### config.mk
export PLATFORM = sky130hd
export DESIGN_NAME = mult_hs_stage_32x32
export DESIGN_NICKNAME = d
export VERILOG_FILES = /design/src/rtl/mult_hs_stage_32x32.sv
export SDC_FILE = /design/constraint.sdc
export NUM_CORES = 1
export LEC_CHECK = 0
export ABC_CLOCK_PERIOD_IN_PS = 1900
export CORE_MARGIN = 2
export CORE_UTILIZATION = 49
export CTS_BUF_LIST = sky130_fd_sc_hd__clkbuf_2
export CTS_CLUSTER_DIAMETER = 40
export DETAILED_ROUTE_END_ITERATION = 8
export PLACE_DENSITY_LB_ADDON = 0.1
export SLEW_MARGIN = 20
export SYNTH_ARGS = -nofsm -noshare
export SYNTH_HDL_FRONTEND = slang
export SYNTH_SLANG_ARGS = --single-unit
export TNS_END_PERCENT = 20
### constraint.sdc
create_clock -name clk -period 1.9 [get_ports clk]
set_input_delay 0.19 -clock clk [delete_from_list [all_inputs] [get_ports clk]]
set_output_delay 0.19 -clock clk [all_outputs]
set_load 0.005 [all_outputs]
### src/rtl/mult_hs_stage_32x32.sv
// ============================================================================
// mult_hs_stage_32x32
// ----------------------------------------------------------------------------
// Handshaked issue/collect stage placed around an external combinational
// WIDTH x WIDTH unsigned multiplier. The multiplier is treated as a multicycle
// path. Operands are registered onto the multiplier inputs. The product is
// sampled SETTLE_CYCLES edges later and queued in a 2-entry result buffer.
//
// Parameters
//   WIDTH          operand width (product is 2*WIDTH)
//   SETTLE_CYCLES  edges from operand load to product capture, 1..15
//
// Ports
//   clk          clock, rising edge
//   rst_n        asynchronous active-low reset
//   in_valid     operand pair present
//   in_ready     stage accepts the operand pair this cycle
//   in_a/in_b    operands (multiplier / multiplicand)
//   mplier_o     registered operand to the multiplier mplier input
//   mcand_o      registered operand to the multiplier mcand input
//   product_i    product from the multiplier
//   out_valid    result buffer non-empty
//   out_ready    consumer takes the head result this cycle
//   out_product  head of the result buffer
//   busy         an operation is in flight
// ============================================================================
module mult_hs_stage_32x32 #(
    parameter int WIDTH         = 32,
    parameter int SETTLE_CYCLES = 2
) (
    input  logic                 clk,
    input  logic                 rst_n,
    input  logic                 in_valid,
    output logic                 in_ready,
    input  logic [WIDTH-1:0]     in_a,
    input  logic [WIDTH-1:0]     in_b,
    output logic [WIDTH-1:0]     mplier_o,
    output logic [WIDTH-1:0]     mcand_o,
    input  logic [2*WIDTH-1:0]   product_i,
    output logic                 out_valid,
    input  logic                 out_ready,
    output logic [2*WIDTH-1:0]   out_product,
    output logic                 busy
);

    typedef enum logic [1:0] {
        IDLE    = 2'd0,
        SETTLE  = 2'd1,
        CAPTURE = 2'd2
    } state_t;

    // Counter preload on accept. The FSM leaves SETTLE when the counter
    // reaches zero, so CAPTURE is reached SETTLE_CYCLES-1 edges after the
    // accept. The capture itself then lands on edge T+SETTLE_CYCLES.
    localparam logic [3:0] SETTLE_INIT = 4'(SETTLE_CYCLES - 1);

    state_t              state_q, state_d;
    logic [3:0]          cnt_q, cnt_d;
    logic [WIDTH-1:0]    mplier_q, mcand_q;
    logic [1:0]          count_q, count_d;
    logic                wr_ptr_q, rd_ptr_q;
    logic [2*WIDTH-1:0]  buf_q [2];

    logic                accept;
    logic                capture;
    logic                pop;
    logic                in_ready_int;

    assign accept  = in_valid && in_ready_int;
    assign capture = (state_q == CAPTURE);
    assign pop     = out_valid && out_ready;

    // ------------------------------------------------------------------
    // FSM: state register
    // ------------------------------------------------------------------
    always_ff @(posedge clk or negedge rst_n) begin
        if (!rst_n) begin
            state_q <= IDLE;
        end else begin
            state_q <= state_d;
        end
    end

    // ------------------------------------------------------------------
    // FSM: next-state logic
    // ------------------------------------------------------------------
    always_comb begin
        state_d = state_q;
        unique case (state_q)
            IDLE: begin
                if (accept) begin
                    state_d = (SETTLE_CYCLES == 1) ? CAPTURE : SETTLE;
                end
            end
            SETTLE: begin
                // A counter value of 1 becomes 0 on this edge, so the
                // next state is CAPTURE. A value of 0 also exits, which
                // keeps the FSM from locking up.
                if (cnt_q <= 4'd1) begin
                    state_d = CAPTURE;
                end
            end
            CAPTURE: begin
                state_d = IDLE;
            end
            default: begin
                state_d = IDLE;
            end
        endcase
    end

    // ------------------------------------------------------------------
    // FSM: outputs
    // ------------------------------------------------------------------
    always_comb begin
        in_ready_int = 1'b0;
        busy         = 1'b1;
        unique case (state_q)
            IDLE: begin
                in_ready_int = (count_q != 2'd2);
                busy         = 1'b0;
            end
            SETTLE:  in_ready_int = 1'b0;
            CAPTURE: in_ready_int = 1'b0;
            default: in_ready_int = 1'b0;
        endcase
    end

    // During reset the registers already read IDLE with an empty buffer.
    // Gating with rst_n keeps in_ready low for the whole reset interval.
    assign in_ready = in_ready_int && rst_n;

    // ------------------------------------------------------------------
    // Settle counter
    // ------------------------------------------------------------------
    always_comb begin
        cnt_d = cnt_q;
        if (accept) begin
            cnt_d = SETTLE_INIT;
        end else if ((state_q == SETTLE) && (cnt_q != 4'd0)) begin
            cnt_d = cnt_q - 4'd1;
        end
    end

    always_ff @(posedge clk or negedge rst_n) begin
        if (!rst_n) begin
            cnt_q <= 4'd0;
        end else begin
            cnt_q <= cnt_d;
        end
    end

    // ------------------------------------------------------------------
    // Operand registers. They hold until the next accept, so the product
    // stays stable across the whole settle window.
    // ------------------------------------------------------------------
    always_ff @(posedge clk or negedge rst_n) begin
        if (!rst_n) begin
            mplier_q <= '0;
            mcand_q  <= '0;
        end else if (accept) begin
            mplier_q <= in_a;
            mcand_q  <= in_b;
        end
    end

    assign mplier_o = mplier_q;
    assign mcand_o  = mcand_q;

    // ------------------------------------------------------------------
    // Result buffer bookkeeping. A capture and a pop on the same edge leave
    // the count unchanged while both pointers advance.
    // ------------------------------------------------------------------
    always_comb begin
        count_d = count_q;
        unique case ({capture, pop})
            2'b10:   count_d = count_q + 2'd1;
            2'b01:   count_d = count_q - 2'd1;
            default: count_d = count_q;
        endcase
    end

    always_ff @(posedge clk or negedge rst_n) begin
        if (!rst_n) begin
            count_q  <= 2'd0;
            wr_ptr_q <= 1'b0;
            rd_ptr_q <= 1'b0;
        end else begin
            count_q <= count_d;
            if (capture) begin
                wr_ptr_q <= ~wr_ptr_q;
            end
            if (pop) begin
                rd_ptr_q <= ~rd_ptr_q;
            end
        end
    end

    // Buffer entries. Each entry loads only when the write pointer selects
    // it on a capture edge. A capture is only possible with count < 2, so
    // an unread entry is never overwritten.
    for (genvar gi = 0; gi < 2; gi++) begin : g_buf
        always_ff @(posedge clk or negedge rst_n) begin
            if (!rst_n) begin
                buf_q[gi] <= '0;
            end else if (capture && (wr_ptr_q == 1'(gi))) begin
                buf_q[gi] <= product_i;
            end
        end
    end

    assign out_valid   = (count_q != 2'd0);
    assign out_product = buf_q[rd_ptr_q];

endmodule

==> summary.md <==
| Metric | Value |
|---|---|
| Initial antenna violation count | `2` |
| First-pass GRT wire length | `36600 um` |
| Die X-Extent | `137 um` |
| CP endpoint kind | `output port` |
| Final Cell Area | `13600 um^2` |
| Synth area leaders | `dfrtp_1 (59%), mux2_2 (26%), mux2_4 (8.5%)` |
| Critical R2R Launch | `cnt_q[0]$_DFFE_PN0P_` |
| Detailed-route DRC error count | `0` |
| Final Setup Violations | `65` |
| CTS tree | `built` |
| R2R depth | `5` |
| CTS root buffer | `clkbuf_2` |
| VDD IR max | `979 uV` |
| Remaining global-route overflow | `0` |
| Post-Synthesis Cells | `528` |
| Row count | `48` |
| DP HPWL | `13900 um` |
| Post-synth top area cell | `dfrtp_1` |
| Final ANT Viol Nets | `0` |
| Pre-CTS setup slack | `0.176 ns` |
| Share of cells above drive strength 1 | `0.421` |
| Crit Path Max Fanout | `5` |
| Syn nets | `664` |
| Type of origin of the critical path | `flip-flop` |
| Unrepaired setup endpoints after global routing | `true` |
| R2R Path End | `cnt_q[0]$_DFFE_PN0P_` |
| Vias per Instance | `4.96` |
| I/O pins | `263` |
| Vias in the first global route | `7138` |
| Routability cong. | `0.764` |
| Pin count of the biggest net entering global routing | `113` |
| Clock sink count | `202` |
| Synth warn | `0` |
| Avg Cell Area, Syn | `16.4 um^2` |
| Final Cycle Share | `1.19` |
| I/O Buffers | `262` |
| Pwr dens | `1630 nW/um^2` |
| Worst-Skew Late Latency | `0.81 ns` |
| Post-layout minimum cycle time | `2.26 ns` |
| Post-synth EDFFs | `0` |
| Wire length per cell | `19.1 um` |
| WL final | `23800 um` |
| R2R Setup Slk | `0.21 ns` |
| Area growth, synth to finish | `57.0%` |
| Post-synth cell types | `33` |
| Worst slew pin tran | `0.970 ns` |
| Failing checks | `setup timing` |
| Core Region | `17200 um^2` |
| Synthesized flop and latch total | `202` |
| Die H | `137 um` |
| Drt first pass iters | `4` |
| CP arrival | `2.07 ns` |
| Worst-case clock buffer depth | `3` |
| Max-slew violation count | `0` |
| Max-cap violations | `0` |
| Overall Global Routing Usage | `0.256` |
| Setup ws final | `-0.363 ns` |
| Lkg Pwr | `6.19 nW` |
| Die ar. | `18700 um^2` |
| Crit Path Class | `flip-flop to output port` |
| Worst min-delay path class | `input pin to async pin` |
| Fin util | `0.786` |
| Level count of the clock H-tree | `2` |
| Clock slew at reported path FFs | `0.13 ns` |
| Drt first-iter violations | `185` |
| Filler cells | `972` |
| Setup Skew | `0.0315 ns` |
| Synthesized area | `8630 um^2` |
| Critical Path RT | `1.71 ns` |
| Synth top area share | `0.585` |
| Via Count | `6195` |
| Fmax | `442 MHz` |
| Post-synthesis sequential area ratio | `0.585` |
| Final Hold Viols | `0` |
| Synth async-reset ratio | `1.00` |
| Dpl cell area | `11500 um^2` |
| Post-synth top flop | `dfrtp_1` |
| Initial Util | `0.501` |
| Max_slew headroom | `0.353` |
| Status | `complete, but fails checks` |
| Inserted Clock Buffers | `52` |
| NumNets Final | `1114` |
-- cell usage in the layout, fill, tap and decap left out, drive strengths merged, types with 3 or more instances in the layout --
master	count
buf	96
clkbuf	67
clkdlybuf4s50	130
clkinv	36
dfrtp	202
dlygate4sd2	64
dlygate4sd3	123
ha	4
inv	6
mux2	256
nand2b	3
nand3	3
nor2	4
xnor2	3
-- metal layers --
metal	up-vias	track usage	routed length, um
met5	-	0	0
met4	0	0.104	687
met3	54	0.0881	1770
met2	241	0.445	12200
met1	3088	0.287	9150
li1	2812	-	-
-- how the worst max path moves through the flow --
stage / start / endpoint / slack, ns
2_1_floorplan: count_q[1]$_DFFE_PN0P_ / count_q[1]$_DFFE_PN0P_ / 0.36
3_3_place_gp: rd_ptr_q$_DFFE_PN0P_ / out_product[49] / 0.20
3_5_place_dp: in_valid / mcand_o[9]$_DFFE_PN0N_ / 0.18
4_1_cts: rd_ptr_q$_DFFE_PN0P_ / out_product[53] / -0.53
5_1_grt: rd_ptr_q$_DFFE_PN0P_ / out_product[53] / -0.45
6_report: rd_ptr_q$_DFFE_PN0P_ / out_product[53] / -0.36
-- worst max-delay path, stage by stage (launching register included) --
cell and delay (ns):
dfrtp_2 0.45, buf_8 0.15, buf_16 0.14, buf_6 0.12, mux2_4 0.30, buf_6 0.13
-- flip-flops by register name, summed over array words and instances, names as in the netlist --
signal	cells
count_q	2
mcand_o	32
state_q	2
wr_ptr_q	1
mplier_o	32
buf_q	128
rd_ptr_q	1
cnt_q	4
-- through the flow --
stage,hold slack (ns),instances,TNS (ns),total power [mW]
2_1_floorplan,-0.106,528,0,13.0
3_3_place_gp,0.0476,1003,0,17.9
3_5_place_dp,0.0496,1003,0,18.3
4_1_cts,0.00146,1245,-29.17,21.8
5_1_grt,0.00167,1248,-25.53,23.4
6_report,0.0616,1248,-19.00,22.1
-- synthesized netlist by cell type (2+ instances only) --
master and n:
mux2i_1 2, ha_1 4, nor2b_1 2, mux2_2 197, and3_1 2, xor2_1 2, nor2_1 3, buf_2 8
mux2_4 49, dfrtp_1 202, inv_1 4, nor3_1 2, xnor2_1 3, buf_6 6, buf_4 12, nand2b_2 2
o31ai_1 2, mux2_1 10, nand3_1 2
-- logic make-up after synthesis --
family | after synthesis | synth area share
xor+xnor | 5 | 0.00507
fa+ha+maj | 4 | 0.00580
mux | 258 | 0.357
flops | 202 | 0.585
compound gates | 6 | 0.00493
buf+inv | 31 | 0.0251
simple gates | 22 | 0.0162
-- power breakdown --
| group | leakage (nW) | switching [mW] | internal [mW] |
|---|---|---|---|
| Sequential | 2.36 | 1.28 | 6.53 |
| Clock | 0.349 | 1.85 | 1.17 |
| Combinational | 3.48 | 3.98 | 7.23 |
| Total | 6.19 | 7.12 | 14.9 |
-- what timing repair did --
| item | in CTS | in global routing |
|---|---|---|
| endpoints found under the setup margin | 131 | 67 |
| endpoints found under the hold margin | 378 | 0 |
| buffers inserted | 14 | 2 |
| hold buffers | 123 | 0 |
| pin swaps | 1 | 0 |
| resized for setup | 364 | 26 |
| cloned | 8 | 1 |
-- area by class of cell --
type                       instances  area [um^2]  share of cell area
antenna                            2         5.00            0.000369
clock buffer                      57          285              0.0210
clock inverter                    40          213              0.0157
inverter                           4         15.0             0.00111
multi-input combinational        295         3420               0.252
sequential                       202         5060               0.373
tap                              225          282              0.0208
timing repair buffer             423         4280               0.316
(Power assumes the default switching activity.)
==> patch: new RTL, same flow settings <==
The 3 states of `state_t` get a one-hot encoding in 3 bits.
--- a/src/rtl/mult_hs_stage_32x32.sv
+++ b/src/rtl/mult_hs_stage_32x32.sv
@@ -43,10 +43,10 @@
     output logic                 busy
 );
 
-    typedef enum logic [1:0] {
-        IDLE    = 2'd0,
-        SETTLE  = 2'd1,
-        CAPTURE = 2'd2
+    typedef enum logic [2:0] {
+        IDLE    = 3'b001,
+        SETTLE  = 3'b010,
+        CAPTURE = 3'b100
     } state_t;
 
     // Counter preload on accept. The FSM leaves SETTLE when the counter
Function: same outputs for any inputs over 4 cycles, from zero or initial values and one cycle with rst_n low; so few cycles prove little.
==> patch against the original RTL <==
The flow still finishes with violations (negative setup slack). Worst setup slack got worse by 130 ps. Final cell count decreased by 1.3%. Clock skew decreased by 2.6 ps. Count of clock-buffer cells in the layout increased by 22. Synthesized area decreased by 1.1%. Power decreased by 23%. Sequential cell count increased by 1. Cell area decreased by 1.9%. Wire length increased by 1.2%. Non-clock buffer count decreased by 9. Sequential share of layout area increased by 0.92 points.
==> patch: results (changes against the original RTL) <==
Critical path
  • Worst EP arrival: 2210 ps (was 2070 ps)
  • Reg2reg end: buf_q[81] (was cnt_q[0])
  • FF-to-FF Start: state_q[0] (was cnt_q[0])
  • CP max FO: 5 (unchanged)
  • R2R setup slack: 40 ps (was 210 ps)

Layout
  • Max reg flops: 128 (unchanged)
  • Largest reg by FF count: buf_q (unchanged)
  • Layout cells sized above 1: 44.0% (was 42.1%)
  • Nets: 1112 (was 1114)

Synth
  • Main synth FF type: dfrtp_1 (unchanged)
  • Most instantiated cells after synthesis: mux2_2, dfrtp_1, buf_6, mux2_1, clkbuf_1 (was dfrtp_1, mux2_2, mux2_4, buf_4, mux2_1)
  • Ys Warns: 0 (unchanged)
  • Asr flop ratio synth: 100% (unchanged)
  • Syn nets: 672 (was 664)
  • Register area share after synthesis: 59.5% (was 58.5%)
  • Largest cells by area after synthesis: dfrtp_1, mux2_2, buf_6 (was dfrtp_1, mux2_2, mux2_4)

Power
  • Leakage: 6.52 nW (was 6.19 nW)
  • Largest vdd supply drop: 0.745 mV (was 0.979 mV)
  • Internal Pwr Total: 11.6 mW (was 14.9 mW)

Route
  • DR iter-0 viols: 232 (was 185)
  • DRT Wirelength: 24.1 mm (was 23.8 mm)
  • Drt first pass iters: 4 (unchanged)
  • Vias: 6270 (was 6195)

CTS
  • H-Tree Depth: 2 (unchanged)
  • Root buffer cell: clkbuf_2 (unchanged)
  • Clk slew on worst S/H paths: 90 ps (was 130 ps)
  • Cts bufs inserted: 52 (unchanged)
  • Worst skew pair latency: 770 ps (was 810 ps)

Die
  • Row cnt: 48 (unchanged)

Timing
  • Count of final setup violators: 66 (was 65)
  • Final WS setup: -497 ps (was -363 ps)
  • Clock skew: 28.9 ps (was 31.5 ps)
  • Worst-margin pin slew: 996 ps (was 970 ps)
  • Setup Total Neg Slack: -23680 ps (was -19000 ps)

Global routing
  • First-pass GRT wire length: 37.3 mm (was 36.6 mm)
  • Vias in the first global route: 7120 (was 7138)
  • GR Util All Layers: 26.2% (was 25.6%)
  • Initial antenna violation count: 2 (unchanged)
  • Largest net degree at the start of global routing: 128 (was 113)

Place
  • HPWL after DPL: 13.9 mm (about the same)
  • RePlAce Congestion: 0.765 (was 0.764)
  • Port Buffers: 262 (unchanged)

Worst hold path
  • Worst Hold Depth: 2
  • Hold path startpoint: product_i[2]
  • Hold Path Class: input pin to register (was input pin to async pin)

Outcome
  • Failing checks: negative setup slack (unchanged)
  • Outcome: finished, violations left (unchanged)
## patch: layout make-up
cell class              instances  area [sq um]
diodes                          1          2.50
well taps                     225           282
inverters                       6          22.5
multi-input cells             299          3310
clock inverters                 5          18.8
clock buffers                  79           395
fillers                      1062          3880
repair buffers                414          4180
flip-flops and latches        203          5080
## patch: through the flow
| step | worst slack [ps] | hold WS, ps | util (%) | instance area (sq um) | instances |
|---|---|---|---|---|---|
| after detailed placement | 1.82 | 79.7 | 67.1 | 11500 | 1013 |
| after global placement | 57.9 | 76.9 | 67.1 | 11500 | 1013 |
| final | -497 | 76.8 | 77.4 | 13300 | 1232 |
| after global routing | -606 | 5.59 | 77.4 | 13300 | 1232 |
| after CTS | -633 | 0.313 | 76.9 | 13200 | 1230 |
| after floorplan | 90.3 | -106 | - | 8540 | 536 |
## patch: repair_timing
| action | CTS | global route |
|---|---|---|
| buffers inserted | 21 | 9 |
| endpoints found under the hold margin | 340 | 0 |
| setup endpoints to repair | 203 | 110 |
| pin swaps | 1 | 0 |
| gates cloned | 5 | 0 |
| hold buffers | 107 | 0 |
| gates resized for setup | 347 | 46 |
## patch: worst max-delay path: stages (launching register included)
cell and delay (ps):
dfrtp_2 430, buf_12 140, buf_12 110, buf_8 120
buf_6 110, buf_6 110, mux2_4 300, buf_6 120
## patch: logic make-up (layout without fill, tap and decap cells)
family | count (synthesis) | in the layout | synth area share [%]
multiplexers | 256 | 256 | 33.8
AO/OA/AOI/OAI | 10 | 10 | 0.718
other | 0 | 1 | 0
XOR/XNOR | 5 | 5 | 0.513
flip-flops | 203 | 203 | 59.5
AND/OR/NAND/NOR | 24 | 24 | 2.14
adder cells (fa/ha/maj) | 4 | 4 | 0.586
buffers and inverters | 34 | 504 | 2.77
## patch: worst max path at each step
stage / startpoint / end / slack (ps) / cells past startpoint
floorplan: state_q[0] / mcand_o[10] / 90 / 6
detailed placement: state_q[2] / buf_q[21] / 2 / 4
global placement: state_q[0] / buf_q[83] / 60 / 4
CTS: rd_ptr_q / out_product[19] / -630 / 7
finish: rd_ptr_q / out_product[54] / -500 / 7
global route: rd_ptr_q / out_product[54] / -610 / 7
## patch: power groups by stage
stage / sequential [mW] / clock, mW / combinational, mW
after floorplan: 6.61 / 0 / 3.09
after global placement: 6.63 / 0 / 6.57
after detailed placement: 6.75 / 0 / 6.73
after CTS: 6.64 / 2.89 / 7.34
after global routing: 6.90 / 3.12 / 7.91
final: 6.71 / 2.79 / 7.43
## patch: per-layer routing
layer | GRT usage, % | up-vias | share of wire (%) | routed length, um
met1 | 29.8 | 3151 | 38 | 9120
met3 | 7.57 | 58 | 6.7 | 1610
met2 | 46.6 | 240 | 53 | 12800
li1 | - | 2821 | - | -
met5 | 0 | - | 0 | 0
met4 | 9.84 | 0 | 2.5 | 611
